`config.mk`:
```
export PLATFORM = sky130hd
export DESIGN_NAME = ifu_flat
export DESIGN_NICKNAME = d
export VERILOG_FILES = /design/src/rtl/npc_pkg.sv /design/src/rtl/ifu_if.sv /design/src/rtl/ifu_pc.sv /design/src/rtl/ifu.sv /design/src/flat_wrapper.sv
export SDC_FILE = /design/constraint.sdc
export NUM_CORES = 1
export LEC_CHECK = 0
export CAP_MARGIN = 10
export CORE_UTILIZATION = 40
export CTS_CLUSTER_DIAMETER = 150
export DETAILED_ROUTE_END_ITERATION = 10
export PLACE_DENSITY_LB_ADDON = 0.12
export SLEW_MARGIN = 20
export SYNTH_ARGS = -nofsm -noshare
export SYNTH_HDL_FRONTEND = slang
export SYNTH_SLANG_ARGS = --single-unit
export TNS_END_PERCENT = 1
```
`constraint.sdc`:
```
create_clock -name i_clk -period 2.3 [get_ports i_clk]
set_clock_uncertainty 0.05 [all_clocks]
set_input_delay 0.69 -clock i_clk [delete_from_list [all_inputs] [get_ports i_clk]]
set_output_delay 0.69 -clock i_clk [all_outputs]
set_load 0.01 [all_outputs]
```
`src/rtl/npc_pkg.sv`:
```
// Shared definitions for the npc core front end.
// Holds the data width, reset PC and fetch FSM state encoding.
package npc_pkg;

    localparam int XLEN = 32;

    localparam logic [XLEN-1:0] RESET_PC = 32'h8000_0000;

    typedef enum logic [1:0] {
        ST_REQ  = 2'd0,
        ST_WAIT = 2'd1,
        ST_HOLD = 2'd2,
        ST_DROP = 2'd3
    } ifu_state_e;

endpackage

```
`src/rtl/ifu_if.sv`:
```
// Fetch-side bus bundle: imem request/response, decode handoff, redirect.
// master = fetch unit; slave = memory/decode/execute environment.
interface ifu_if;
    import npc_pkg::*;

    logic            imem_req_valid;
    logic            imem_req_ready;
    logic [XLEN-1:0] imem_req_addr;
    logic            imem_rsp_valid;
    logic [XLEN-1:0] imem_rsp_data;

    logic            inst_valid;
    logic            inst_ready;
    logic [XLEN-1:0] inst;
    logic [XLEN-1:0] inst_pc;

    logic            redirect_valid;
    logic [XLEN-1:0] redirect_pc;

    modport master (
        output imem_req_valid,
        output imem_req_addr,
        input  imem_req_ready,
        input  imem_rsp_valid,
        input  imem_rsp_data,
        output inst_valid,
        output inst,
        output inst_pc,
        input  inst_ready,
        input  redirect_valid,
        input  redirect_pc
    );

    modport slave (
        input  imem_req_valid,
        input  imem_req_addr,
        output imem_req_ready,
        output imem_rsp_valid,
        output imem_rsp_data,
        input  inst_valid,
        input  inst,
        input  inst_pc,
        output inst_ready,
        output redirect_valid,
        output redirect_pc
    );

endinterface

```
`src/rtl/ifu_pc.sv`:
```
// Program counter register with hold / +4 / redirect next-PC selection.
// Ports: i_clk, i_rst, i_inc, i_redir, i_redir_pc in; o_pc out.
module ifu_pc
    import npc_pkg::*;
#(
    parameter logic [XLEN-1:0] P_RESET_PC = RESET_PC
) (
    input  logic            i_clk,
    input  logic            i_rst,
    input  logic            i_inc,
    input  logic            i_redir,
    input  logic [XLEN-1:0] i_redir_pc,
    output logic [XLEN-1:0] o_pc
);

    logic [XLEN-1:0] r_pc;
    logic [XLEN-1:0] w_redir_al;

    // Targets are word aligned; low bits are dropped.
    assign w_redir_al = i_redir_pc & ~32'd3;

    always_ff @(posedge i_clk) begin
        if (i_rst) begin
            r_pc <= P_RESET_PC;
        end else if (i_redir) begin
            r_pc <= w_redir_al;
        end else if (i_inc) begin
            r_pc <= r_pc + 32'd4;
        end
    end

    assign o_pc = r_pc;

endmodule

```
`src/rtl/ifu.sv`:
```
// Instruction fetch unit: one outstanding imem read, single-entry buffer.
// Ports: i_clk, i_rst, bus (ifu_if.master: imem, decode, redirect).
module ifu
    import npc_pkg::*;
#(
    parameter logic [XLEN-1:0] P_RESET_PC = RESET_PC
) (
    input  logic   i_clk,
    input  logic   i_rst,
    ifu_if.master  bus
);

    ifu_state_e      r_state;
    ifu_state_e      w_state_nxt;
    logic [XLEN-1:0] r_inst;
    logic [XLEN-1:0] r_inst_pc;
    logic [XLEN-1:0] w_pc;
    logic            w_req_hs;
    logic            w_redir;
    logic            w_inc;
    logic            w_load;

    assign w_redir  = bus.redirect_valid;
    assign w_req_hs = bus.imem_req_valid & bus.imem_req_ready;

    ifu_pc #(
        .P_RESET_PC (P_RESET_PC)
    ) u_pc (
        .i_clk      (i_clk),
        .i_rst      (i_rst),
        .i_inc      (w_inc),
        .i_redir    (w_redir),
        .i_redir_pc (bus.redirect_pc),
        .o_pc       (w_pc)
    );

    always_comb begin
        w_state_nxt = r_state;
        w_inc       = 1'b0;
        w_load      = 1'b0;
        unique case (r_state)
            ST_REQ: begin
                // An accepted request to the old path leaves a stale
                // response in flight that must be swallowed.
                if (w_redir) begin
                    w_state_nxt = w_req_hs ? ST_DROP : ST_REQ;
                end else if (w_req_hs) begin
                    w_state_nxt = ST_WAIT;
                end
            end
            ST_WAIT: begin
                if (bus.imem_rsp_valid) begin
                    if (w_redir) begin
                        w_state_nxt = ST_REQ;
                    end else begin
                        w_state_nxt = ST_HOLD;
                        w_load      = 1'b1;
                    end
                end else if (w_redir) begin
                    w_state_nxt = ST_DROP;
                end
            end
            ST_HOLD: begin
                // Redirect wins; a same-cycle decode handshake is void.
                if (w_redir) begin
                    w_state_nxt = ST_REQ;
                end else if (bus.inst_ready) begin
                    w_state_nxt = ST_REQ;
                    w_inc       = 1'b1;
                end
            end
            ST_DROP: begin
                if (bus.imem_rsp_valid) begin
                    w_state_nxt = ST_REQ;
                end
            end
            default: begin
                w_state_nxt = ST_REQ;
            end
        endcase
    end

    always_ff @(posedge i_clk) begin
        if (i_rst) begin
            r_state   <= ST_REQ;
            r_inst    <= '0;
            r_inst_pc <= '0;
        end else begin
            r_state <= w_state_nxt;
            if (w_load) begin
                r_inst    <= bus.imem_rsp_data;
                r_inst_pc <= w_pc;
            end
        end
    end

    assign bus.imem_req_valid = (r_state == ST_REQ) & ~i_rst;
    assign bus.imem_req_addr  = w_pc;
    assign bus.inst_valid     = (r_state == ST_HOLD) & ~i_rst;
    assign bus.inst           = r_inst;
    assign bus.inst_pc        = r_inst_pc;

endmodule

```
`src/flat_wrapper.sv`:
```
// flat-port wrapper written by rule: the top's interface ports become plain ports
module ifu_flat import npc_pkg::*;
#(
    parameter logic [XLEN-1:0] P_RESET_PC = RESET_PC
)
  (i_clk, i_rst, bus_imem_req_valid, bus_imem_req_addr, bus_imem_req_ready, bus_imem_rsp_valid, bus_imem_rsp_data, bus_inst_valid, bus_inst, bus_inst_pc, bus_inst_ready, bus_redirect_valid, bus_redirect_pc);
  ifu_if bus_i ();
  input  logic i_clk;
  input  logic i_rst;
  output wire logic [$bits(bus_i.imem_req_valid)-1:0] bus_imem_req_valid;
  output wire logic [$bits(bus_i.imem_req_addr)-1:0] bus_imem_req_addr;
  input wire logic [$bits(bus_i.imem_req_ready)-1:0] bus_imem_req_ready;
  input wire logic [$bits(bus_i.imem_rsp_valid)-1:0] bus_imem_rsp_valid;
  input wire logic [$bits(bus_i.imem_rsp_data)-1:0] bus_imem_rsp_data;
  output wire logic [$bits(bus_i.inst_valid)-1:0] bus_inst_valid;
  output wire logic [$bits(bus_i.inst)-1:0] bus_inst;
  output wire logic [$bits(bus_i.inst_pc)-1:0] bus_inst_pc;
  input wire logic [$bits(bus_i.inst_ready)-1:0] bus_inst_ready;
  input wire logic [$bits(bus_i.redirect_valid)-1:0] bus_redirect_valid;
  input wire logic [$bits(bus_i.redirect_pc)-1:0] bus_redirect_pc;
  assign bus_imem_req_valid = bus_i.imem_req_valid;
  assign bus_imem_req_addr = bus_i.imem_req_addr;
  assign bus_i.imem_req_ready = bus_imem_req_ready;
  assign bus_i.imem_rsp_valid = bus_imem_rsp_valid;
  assign bus_i.imem_rsp_data = bus_imem_rsp_data;
  assign bus_inst_valid = bus_i.inst_valid;
  assign bus_inst = bus_i.inst;
  assign bus_inst_pc = bus_i.inst_pc;
  assign bus_i.inst_ready = bus_inst_ready;
  assign bus_i.redirect_valid = bus_redirect_valid;
  assign bus_i.redirect_pc = bus_redirect_pc;
  ifu #(.P_RESET_PC(P_RESET_PC)) u_core (.i_clk(i_clk), .i_rst(i_rst), .bus(bus_i));
endmodule
```
* After elaboration in Yosys (flattened, before gate mapping)
Cells that the tools add are included.
** Storage, ports and cells
- Flip-flop bits (word level) :: 98
- Bits in latches :: 0
- Bits in writable memories :: 0
- Bits in read-only memories :: 0
- Input bits :: 70
- Output and inout bits :: 98
- Logic and storage cells :: 39
- Memories kept :: 0
** Operators by class
- Add/sub/neg operators :: 1
- Multipliers :: 0
- Div/mod/pow operators :: 0
- $lt $le $gt $ge :: 0
- Equal/unequal tests :: 7
- Shift-type cells :: 0
- Multiplexer cells :: 18
- Bitwise operators :: 4
- Reductions and logical operators :: 4
** Operator list (count)
- 32-bit 2-to-1 mux :: 2
- 32-bit by 3-bit adder with 32-bit output (second input constant) :: 1
- 2-bit 2-to-1 mux :: 9
- 2-bit one-hot mux with 4 select lines :: 1
- 1-bit 2-to-1 mux :: 6
- 3-bit inequality test (second input constant) :: 2
- 2-bit == test (second input constant) :: 2
- 4-bit AND reduction :: 1
- 1-bit AND :: 3
- 3-bit by 2-bit inequality test with 1-bit output (second input constant) :: 1
- 2-bit by 1-bit == test with 1-bit output (second input constant) :: 1
- 2-bit zero test :: 1
- 2-bit inequality test (second input constant) :: 1
- 2-bit nonzero test :: 1
- 2-bit OR reduction :: 1
- 1-bit NOT :: 1

* Depth between registers and ports, before layout
- Depth after elaboration :: 6
- Mapped depth :: 7
- Gate-level depth less buffers :: 5

* Hierarchy
Synthesis repeated with hierarchy kept, for this count alone.
** Unflattened totals
- Cells, all modules :: 501
- Area total of the unflattened synthesis :: 4136.5 sq um
** By module, submodules not included
- ifu :: times used 1, cells an instance 296, area an instance 2477.4 sq um, seq. area each 1321.3 sq um
- ifu_pc :: times used 1, cells an instance 205, area an instance 1659.1 sq um, seq. area each 600.6 sq um

* Least setup slack after synthesis
OpenSTA, ideal clock, no wires.
- Kind :: input to output
- Start point :: in i_rst
- End point :: out bus_inst_valid
- Data arrival time :: 1.392 ns
- Data required time :: 1.560 ns
- Setup slack :: 0.168 ns
- Stages on the path :: 3
- Path buffers :: 2
- Cell sequence :: clkbuf_1 -> buf_1 -> nor3b_1
** Between the ends
- Cells in the longest elaborated chain, start to end :: 2
** RTL lines
- start: declaration :: RTL line flat_wrapper.sv:9 : input logic i_rst;
- 1-bit NOT :: RTL line ifu.sv:99 : assign bus.inst_valid = (r_state == ST_HOLD) & ~i_rst;
- 1-bit AND :: RTL line ifu.sv:99
- end: declaration :: RTL line flat_wrapper.sv:15 : output wire logic [$bits(bus_i.inst_valid)-1:0] bus_inst_valid;
No other way between the ends.

* Worst setup path after layout
- Start point :: reg u_core.u_pc.r_pc[8] (netlist: u_core.u_pc.o_pc[8])
- End point :: out bus_imem_req_addr[8]
** RTL lines
- start: declaration :: RTL line ifu_pc.sv:16 : logic [XLEN-1:0] r_pc;
- start signal: assignment :: RTL line ifu_pc.sv:26 : r_pc <= w_redir_al;
- start signal: assignment :: RTL line ifu_pc.sv:28 : r_pc <= r_pc + 32'd4;
- end: declaration :: RTL line flat_wrapper.sv:11 : output wire logic [$bits(bus_i.imem_req_addr)-1:0] bus_imem_req_addr;
No word-level cell between the ends.

==> results.rst <==
.. list-table::
   :header-rows: 1

   * - Metric
     - Value
   * - Max-cap viol count
     - 0
   * - Final hold viol count
     - 0
   * - Switching power as a share of total power
     - 0.254
   * - Clock sinks
     - 94
   * - Leakage power
     - 2.16 nW
   * - Via density
     - 5.20
   * - Die Footprint
     - between 10000 and 15000 um^2
   * - Diodes inserted
     - 0
   * - Least setup slack across all paths after layout
     - 0.103 ns
   * - Die width
     - 104 um
   * - Number of nets in the finished design
     - 763
   * - Standard-cell rows
     - 36
   * - Die Ht
     - 104 um
   * - Max Clock Freq
     - 455 MHz
   * - Setup repair after global routing missed its margin
     - false
   * - Critical path peak fanout
     - 7
   * - Detailed Route Iter0 Violations
     - 187
   * - Syn Std Cell Area
     - 4150 um^2
   * - TritonCTS clock tree
     - yes
   * - Antenna violations before repair
     - 0
   * - Number of pins exceeding their max-slew limit in the final report
     - 0
   * - Top area cells in the synthesized netlist
     - sky130_fd_sc_hd__dfxtp_1, sky130_fd_sc_hd__nand2_1, sky130_fd_sc_hd__a21oi_1
   * - CP top delay family
     - buffers and inverters
   * - Count of unresolved DRC violations after routing
     - 0
   * - Fraction of power consumed by sequential logic
     - 0.509
   * - Via count of the first global-routing pass
     - a little over 4000
   * - CTS H-tree depth
     - 3
   * - Portion of total power attributed to the clock network
     - 0.344
   * - Peak supply drop
     - 0.289 mV
   * - I/O pin count
     - about 170
   * - Setup slack at placement
     - -0.361 ns
   * - Post-CTS clock slew at the launch and capture registers of the worst setup and hold paths
     - 0.09 ns
   * - TritonCTS Buffers
     - 9
   * - Sequence of cells on the critical path
     - clkdlybuf4s50_1
   * - Power share of the combinational group
     - 0.147
   * - Synthesized netlist cell count
     - 527
   * - Summed area of non-filler cells in the final layout
     - about 6300 um^2
   * - Finish-stage setup viols
     - 0
   * - First-pass GRT wire length
     - between 15000 and 20000 um
   * - Post-layout min period
     - 2.20 ns
   * - Half-perimeter wire length after detailed placement
     - ~9000 um
   * - Root cell of the clock tree
     - sky130_fd_sc_hd__clkbuf_8
   * - Fin Setup TNS
     - 0 ns
   * - Total of flip-flops plus latches after synthesis
     - 94
   * - Critical Path RT
     - ~1.6 ns
   * - Initial core utilization
     - 0.419
   * - Critical path capture point type
     - output port
   * - Number of buffers added for setup after CTS
     - 0
   * - PortBufs
     - 161
   * - Worst hold path class
     - reg -> reg
   * - Top cells by count, synth
     - sky130_fd_sc_hd__nand2_1, sky130_fd_sc_hd__dfxtp_1, sky130_fd_sc_hd__a21oi_1
   * - Pwr/cell area
     - ~550 nW/um^2
   * - Share of the synthesized area in the top cell type
     - 0.453
   * - Mean routed wirelength per cell
     - about 15 um
   * - Delay of the slowest critical-path stage
     - 0.60 ns
   * - Critical Path Slowest Stage Cell
     - sky130_fd_sc_hd__clkdlybuf4s50_1
   * - Internal portion of total power
     - approximately 2.6 mW
   * - Slew at the pin with the worst max-slew slack
     - approximately 0.71 ns
   * - Core footprint
     - 9910 um^2
   * - Cell type with the highest aggregate area in the netlist
     - sky130_fd_sc_hd__dfxtp_1
   * - Area overhead of the layout relative to synthesis
     - 50.8%
   * - GRT Total Usage
     - 0.226
   * - Avg Inst Size Synth
     - 7.88 um^2
   * - Buffer and inverter count on the worst path
     - 1
   * - Share of final-layout standard cells stronger than drive strength 1
     - 0.0948
   * - Hold-fix buffers at CTS
     - 0
   * - Startpoint types
     - register
   * - Flip-flop cell with the highest count after synthesis
     - sky130_fd_sc_hd__dfxtp_1
   * - Seq/Total Area, Yosys
     - 0.453
   * - Design Power
     - 3.46 mW
   * - First-pass iteration count of the detailed router
     - 4
   * - YS warnings
     - 0
   * - Switching power of the nets
     - slightly below 0.9 mW
   * - Data arrival time of the critical path
     - roughly 1.5 ns
   * - Unique masters post-synth
     - 50
   * - Via count
     - 4308
   * - FF-to-FF setup slack
     - 0.19 ns
   * - Ys async rst share
     - 0
   * - Post-detailed-routing wire length
     - 12200 um
   * - Most used standard cell by instance count after synthesis
     - sky130_fd_sc_hd__nand2_1
   * - Headroom to the max-slew limit
     - 0.524
   * - Tcrit/Tclk final
     - 0.955
   * - Clock latency on the worst-skew pair
     - ~0.36 ns
   * - Weighted congestion at the end of routability-driven global placement
     - approximately 0.81
   * - Crit Path Category
     - reg -> out
   * - Post-route antenna net violation count
     - 0
   * - Number of synthesized flops with an enable pin
     - 0
   * - Outcome
     - finished, final reports clean
   * - Residual overflow from global routing
     - 0
   * - Max clock buf depth
     - 2
   * - Maximum number of pins on one net before global-route repair
     - 47
   * - Dpl cell area
     - 6030 um^2
==> kinds of logic after synthesis <==
kind of cell               synth area share
buffers and inverters                0.0551
and+or+nand+nor                       0.291
DFF                                   0.453
other                              0.000903
AOI/OAI and AO/OA                     0.173
xor gates and xnor gates             0.0232
adders and majority gates           0.00301
==> flip-flops by register name, indices dropped and copies added, names as in the netlist <==
| name | flops |
|---|---|
| u_core.bus.inst | 32 |
| u_core.u_pc.o_pc | 30 |
| u_core.bus.inst_pc | 30 |
| u_core.r_state | 2 |
==> through the flow <==
step / hold slack (ns) / utilization / cells
2_1_floorplan: 0.431 / - / 530
3_3_place_gp: 0.391 / 0.608 / 814
3_5_place_dp: 0.396 / 0.608 / 814
4_1_cts: 0.408 / 0.630 / 829
5_1_grt: 0.429 / 0.632 / 829
6_report: 0.407 / 0.632 / 829
==> power groups by stage <==
stage	Sequential (mW)	Clock [mW]	Combinational (mW)
2_1_floorplan	1.81	0	0.185
5_1_grt	1.77	1.29	0.548
4_1_cts	1.76	1.22	0.511
3_3_place_gp	1.79	0	0.500
6_report	1.76	1.19	0.508
3_5_place_dp	1.80	0	0.507
==> final timing paths <==
path	from	end	cells after the start
max reg2reg	u_core.u_pc.o_pc[8]	u_core.u_pc.o_pc[21]	5
min reg2reg	u_core.bus.inst[6]	u_core.bus.inst[6]	2
max	u_core.u_pc.o_pc[8]	bus_imem_req_addr[8]	1
min	u_core.bus.inst[6]	u_core.bus.inst[6]	2
==> layout make-up <==
| cell class | instances | area [um^2] |
|---|---|---|
| Clock buffer | 9 | 124 |
| Multi-Input combinational cell | 383 | 2070 |
| Fill cell | 876 | 3650 |
| Timing Repair Buffer | 194 | 1890 |
| Sequential cell | 94 | 1890 |
| Clock inverter | 6 | 87.6 |
| Tap cell | 133 | 166 |
| Inverter | 10 | 37.5 |
==> layer usage <==
| layer | track usage | wire, um | vias to the layer above |
|---|---|---|---|
| met5 | 0 | 0 | - |
| met4 | 0.0898 | 218 | 0 |
| met3 | 0.0420 | 511 | 18 |
| met2 | 0.376 | 5780 | 125 |
| met1 | 0.289 | 5670 | 1998 |
| li1 | - | - | 2167 |
==> worst reg2reg max path: stages (launching register included) <==
cell and delay (ns):
sky130_fd_sc_hd__dfxtp_1 0.50, sky130_fd_sc_hd__buf_4 0.20, sky130_fd_sc_hd__nand3_1 0.13, sky130_fd_sc_hd__or4_4 0.61
sky130_fd_sc_hd__o21a_1 0.22, sky130_fd_sc_hd__a2111oi_2 0.30
==> cell usage in the layout (no fill, tap or decap), drive strengths merged, types with 6 or more instances in the layout <==
cell type and instances:
clkdlybuf4s50 157, nand2 145, dfxtp 94, a21oi 67, buf 34, nor2 26, nand4 14, a211oi 13
nand3 13, a311oi 10, nor4 10, inv 9, clkbuf 9, o21ai 8, or4 7, or3 7
o31ai 6, xnor2 6
==> what timing repair did <==
item	4_1_cts	5_1_grt
hold endpoints to repair	0	0
endpoints found under the setup margin	3	8
pin swaps	2	3
resized for setup	3	8
cloned	0	0
Note: power is estimated with default switching activity, not from simulation.
